===== src/rtl/mux4_rr_arbiter.sv =====
// Round-robin arbiter driving the select/enable of a shared 4:1 tri-state mux.
// Define MUX4_ARB_GAP_EN to force a one-cycle bus-turnaround GAP after every tenure.
module mux4_rr_arbiter #(
  parameter int MAX_HOLD = 8,
  parameter int HOLD_W   = 4
) (
  input  logic       clk,
  input  logic       rst,
  input  logic [3:0] req,
  output logic [3:0] gnt,
  output logic [1:0] mux_sel,
  output logic       mux_en,
  output logic       busy
);

  typedef enum logic [1:0] {
    IDLE  = 2'd0,
    GRANT = 2'd1,
    GAP   = 2'd2
  } state_t;

  state_t            state_reg, state_next;
  logic [3:0]        gnt_reg, gnt_next;
  logic [1:0]        sel_reg, sel_next;
  logic [1:0]        ptr_reg, ptr_next;
  logic [HOLD_W-1:0] hold_reg, hold_next;

  logic [2:0]        win_idle;
  logic [1:0]        rel_ptr;
`ifndef MUX4_ARB_GAP_EN
  logic [2:0]        win_rel;
`endif

  // Returns {found, index} of the first set request starting at start.
  function automatic logic [2:0] pick(input logic [1:0] start, input logic [3:0] r);
    logic [2:0] res;
    logic [1:0] idx;
    res = 3'b000;
    for (int k = 0; k < 4; k++) begin
      idx = start + 2'(k);
      if (!res[2] && r[idx]) res = {1'b1, idx};
    end
    return res;
  endfunction

  always_ff @(posedge clk) begin
    if (rst) begin
      state_reg <= IDLE;
      gnt_reg   <= 4'b0000;
      sel_reg   <= 2'b00;
      ptr_reg   <= 2'b00;
      hold_reg  <= '0;
    end else begin
      state_reg <= state_next;
      gnt_reg   <= gnt_next;
      sel_reg   <= sel_next;
      ptr_reg   <= ptr_next;
      hold_reg  <= hold_next;
    end
  end

  always_comb begin
    state_next = state_reg;
    gnt_next   = gnt_reg;
    sel_next   = sel_reg;
    ptr_next   = ptr_reg;
    hold_next  = hold_reg;
    win_idle   = pick(ptr_reg, req);
    rel_ptr    = sel_reg + 2'd1;
`ifndef MUX4_ARB_GAP_EN
    win_rel    = pick(rel_ptr, req);
`endif
    case (state_reg)
      IDLE, GAP: begin
        if (win_idle[2]) begin
          state_next = GRANT;
          gnt_next   = 4'b0001 << win_idle[1:0];
          sel_next   = win_idle[1:0];
          hold_next  = HOLD_W'(1);
        end else begin
          state_next = IDLE;
          gnt_next   = 4'b0000;
        end
      end
      GRANT: begin
        if (req[sel_reg] && (hold_reg < HOLD_W'(MAX_HOLD))) begin
          hold_next = hold_reg + HOLD_W'(1);
        end else begin
          // Release: the owner drops to lowest priority for the next decision.
          ptr_next = rel_ptr;
`ifdef MUX4_ARB_GAP_EN
          state_next = GAP;
          gnt_next   = 4'b0000;
          hold_next  = '0;
`else
          if (win_rel[2]) begin
            gnt_next  = 4'b0001 << win_rel[1:0];
            sel_next  = win_rel[1:0];
            hold_next = HOLD_W'(1);
          end else begin
            state_next = IDLE;
            gnt_next   = 4'b0000;
            hold_next  = '0;
          end
`endif
        end
      end
      default: begin
        state_next = IDLE;
        gnt_next   = 4'b0000;
        hold_next  = '0;
      end
    endcase
  end

  always_comb begin
    gnt     = gnt_reg;
    mux_sel = sel_reg;
    mux_en  = |gnt_reg;
    busy    = |gnt_reg;
  end

endmodule


===== config.mk =====
export PLATFORM = sky130hd
export DESIGN_NAME = mux4_rr_arbiter
export DESIGN_NICKNAME = d
export VERILOG_FILES = /design/src/rtl/mux4_rr_arbiter.sv
export SDC_FILE = /design/constraint.sdc
export NUM_CORES = 1
export LEC_CHECK = 0
export BUFFER_PORTS_ARGS = -buffer_cell sky130_fd_sc_hd__clkbuf_2
export CAP_MARGIN = 20
export CORE_MARGIN = 10
export CORE_UTILIZATION = 45
export DETAILED_ROUTE_END_ITERATION = 10
export PLACE_DENSITY = 0.75
export REMOVE_ABC_BUFFERS = 1
export SLEW_MARGIN = 0
export SYNTH_ARGS = -nofsm -noshare
export SYNTH_HDL_FRONTEND = slang
export SYNTH_SLANG_ARGS = --single-unit

===== constraint.sdc =====
create_clock -name clk -period 1.9 [get_ports clk]
set_input_delay 0.095 -clock clk [delete_from_list [all_inputs] [get_ports clk]]
set_output_delay 0.095 -clock clk [all_outputs]
set_load 0.05 [all_outputs]

==> reports/qor.txt <==
status: completed
routed vias: 816
nets@finish: 120
DR pass1 iterations: 4
Critical Path Start Type: flip-flop
Psw: 0.3787 mW
Tmin final: 1.701 ns
flop-to-flop setup slack: 0.20 ns
fill cell count: 161
Worst slew margin: 0.7482
routed vias/inst: 5.956
final setup violation count: 0
register area share after synthesis: 0.3006
reg2reg end: mux_sel[0]
Cells after Synth: 100
FF-to-FF path depth: 4
# diodes: 0
area leader, netlist: dfxtp_1
Die Y: 63.87 um
Placed Cells incl. Taps: 133
Clock power frac: 0.188
post-CTS resize count: 0
Core Area: 0.001783 mm2
TritonCTS clock tree: yes
reg-to-reg startpoint: mux_sel[0]
Die Width: 63.87 um
row count: 15
synthesis-stage register bit count: 13
Reg power frac: 0.384
boundary pin count: 14
Worst-Skew Late Latency: 0.27 ns
final cell count without fillers: 137
gr usage total: 0.09267
EDFF count, synth: 0
Synth Warn #: 0
maxcap violations: 0
endpoints failing hold: 0
effective utilization at floorplan: 0.4856
Least-Margin Pin Slew: 0.3743 ns
fmax: 0.5878 GHz
hpwl dp: 1512 um
sw frac: 0.4246
Distinct cells, synth: 47
final slew viol count: 0
initial antenna violation count: 0
placer congestion estimate: 0.8450
worst-path maximum fanout: 9
Synth Area per Inst: 8.658 um2
antenna violation net count after detailed routing: 0
Layout Area Growth over Synthesis: 10.40%
RSZ-0062 raised after global routing: false
hold_buf cts: 0
CTS max path bufs: 2
Synth async-reset ratio: 0
vias in the first global route: 717
CTS buffer count: 3
IR drop worst, VDD: 467.3 uV
kind of critical path: flip-flop to flip-flop
WHS Endpoint: mux_sel[1]
Crit. End Element: flip-flop
postcts setup bufs: 0
Hold Crit Class: input port to flip-flop
Routed wire per std cell: 14.31 um
hold path startpoint: rst
# port buffers: 13
Final TNS setup: 0 ns
Root Driver: clkbuf_4
Post-Route Skew: 0.002834 ns
Comb power frac: 0.428
leak pwr: 0.3783 nW
first-pass GRT wire length: 3208 um
number of remaining DRC errors: 0
Remaining Overflow, GRT: 0
DRT Wirelength: 1960 um
Mapped Area: 865.8 um2
Required @ worst endpoint: 2.07 ns
top cells by area, synth: dfxtp_1, nor2_1, nand2b_1, a21oi_1, a311oi_1
H-tree depth: 1
Post-synth top flop: dfxtp_1
DRT iter0 DRCs: 21
top cell type's share of synthesized area: 0.3006
cell internal pwr: 0.5132 mW
Worst Hold Depth: 2
clock sink count: 13
crit path DAT: 1.87 ns
largest net degree at the start of global routing: 14
clk slew on worst S/H paths: 0.08 ns
PwrDens: 933.1 mW/mm2
DIE AREA: 0.004079 mm2
share of cells above drive strength 1: 0.2589
final cycle utilization of the critical path: 0.8954
crit path from: mux_sel[0]
-- cells by family (layout without fill, tap and decap cells) --
family	count (synthesis)	after routing	share of synthesized area
AOI/OAI and AO/OA	26	26	0.2442
xor gates and xnor gates	2	2	0.02023
adders and majority gates	1	1	0.01445
buffers and inverters	10	22	0.06792
DFF	13	13	0.3006
muxes	2	2	0.03757
and+or+nand+nor	46	46	0.3151
-- area by class of cell --
cell class	count	area [um2]	share of cell area
Clock buffer	4	26.28	0.02749
Inverter	3	11.26	0.01178
Multi-Input combinational cell	77	546.8	0.5720
Sequential cell	13	260.3	0.2723
Tap cell	25	31.28	0.03272
Timing Repair Buffer	15	80.08	0.08377
-- how the worst max path moves through the flow --
| stage | endpoint | slack, ns | cells past startpoint |
|---|---|---|---|
| 2_1_floorplan | gnt[1] | 0.009 | 4 |
| 3_3_place_gp | gnt[3] | 0.23 | 4 |
| 3_5_place_dp | gnt[1] | 0.20 | 4 |
| 4_1_cts | gnt[1] | 0.20 | 4 |
| 5_1_grt | gnt[1] | 0.08 | 4 |
| 6_report | mux_sel[0] | 0.20 | 4 |
-- critical path, stage by stage, from the launching register on --
cell	delay, ns
dfxtp_1	0.47
mux4_2	0.58
nand2_2	0.17
nand2_1	0.10
a211oi_1	0.29
-- metal layers --
metal  up-vias  global-route usage  wire length (um)
li1        403                   -                 -
met1       393              0.1154               926
met3         2             0.04007               107
met2        18              0.1418               915
met5         -                   0                 0
met4         0             0.02459                10
-- cells in the mapped netlist (all sizes together), types with 3 or more instances --
library cell,number
a311oi,3
nand2,3
nor3,3
nand4,3
a21oi,6
buf,5
nand3,3
nor2b,4
dfxtp,13
inv,3
a211oi,3
nor2,15
nand2b,5
-- power by group through the flow --
stage / clock network, mW / registers, mW / logic, mW
final: 0.168 / 0.342 / 0.382
after detailed placement: 0 / 0.349 / 0.382
after CTS: 0.175 / 0.342 / 0.383
after global placement: 0 / 0.346 / 0.378
after global routing: 0.183 / 0.348 / 0.411
after floorplan: 0 / 0.407 / 0.230
-- layout by cell type, fill, tap and decap left out, types with 2 or more instances in the layout --
| cell type | n |
|---|---|
| a211oi_1 | 3 |
| a21oi_1 | 6 |
| a221oi_1 | 2 |
| a311oi_1 | 3 |
| buf_4 | 2 |
| clkbuf_2 | 13 |
| clkbuf_4 | 3 |
| dfxtp_1 | 13 |
| inv_1 | 3 |
| nand2b_1 | 5 |
| nand3_1 | 3 |
| nand4_1 | 3 |
| nor2_1 | 14 |
| nor2b_1 | 3 |
| nor3_1 | 3 |
| xnor2_1 | 2 |
-- stage by stage --
stage          power (mW)  hold WS, ns  instance area, um2  worst slack [ns]  utilization
2_1_floorplan      0.6367       0.1671               818.3          0.009393            -
3_3_place_gp       0.7233       0.4669               929.6            0.2327       0.5214
3_5_place_dp       0.7307       0.4710               929.6            0.2020       0.5214
4_1_cts            0.9005       0.1733               955.9            0.1967       0.5361
5_1_grt            0.9412       0.1982               955.9           0.08474       0.5361
6_report           0.8920       0.1761               955.9            0.1988       0.5361
Power figures use the tool's default switching activity.
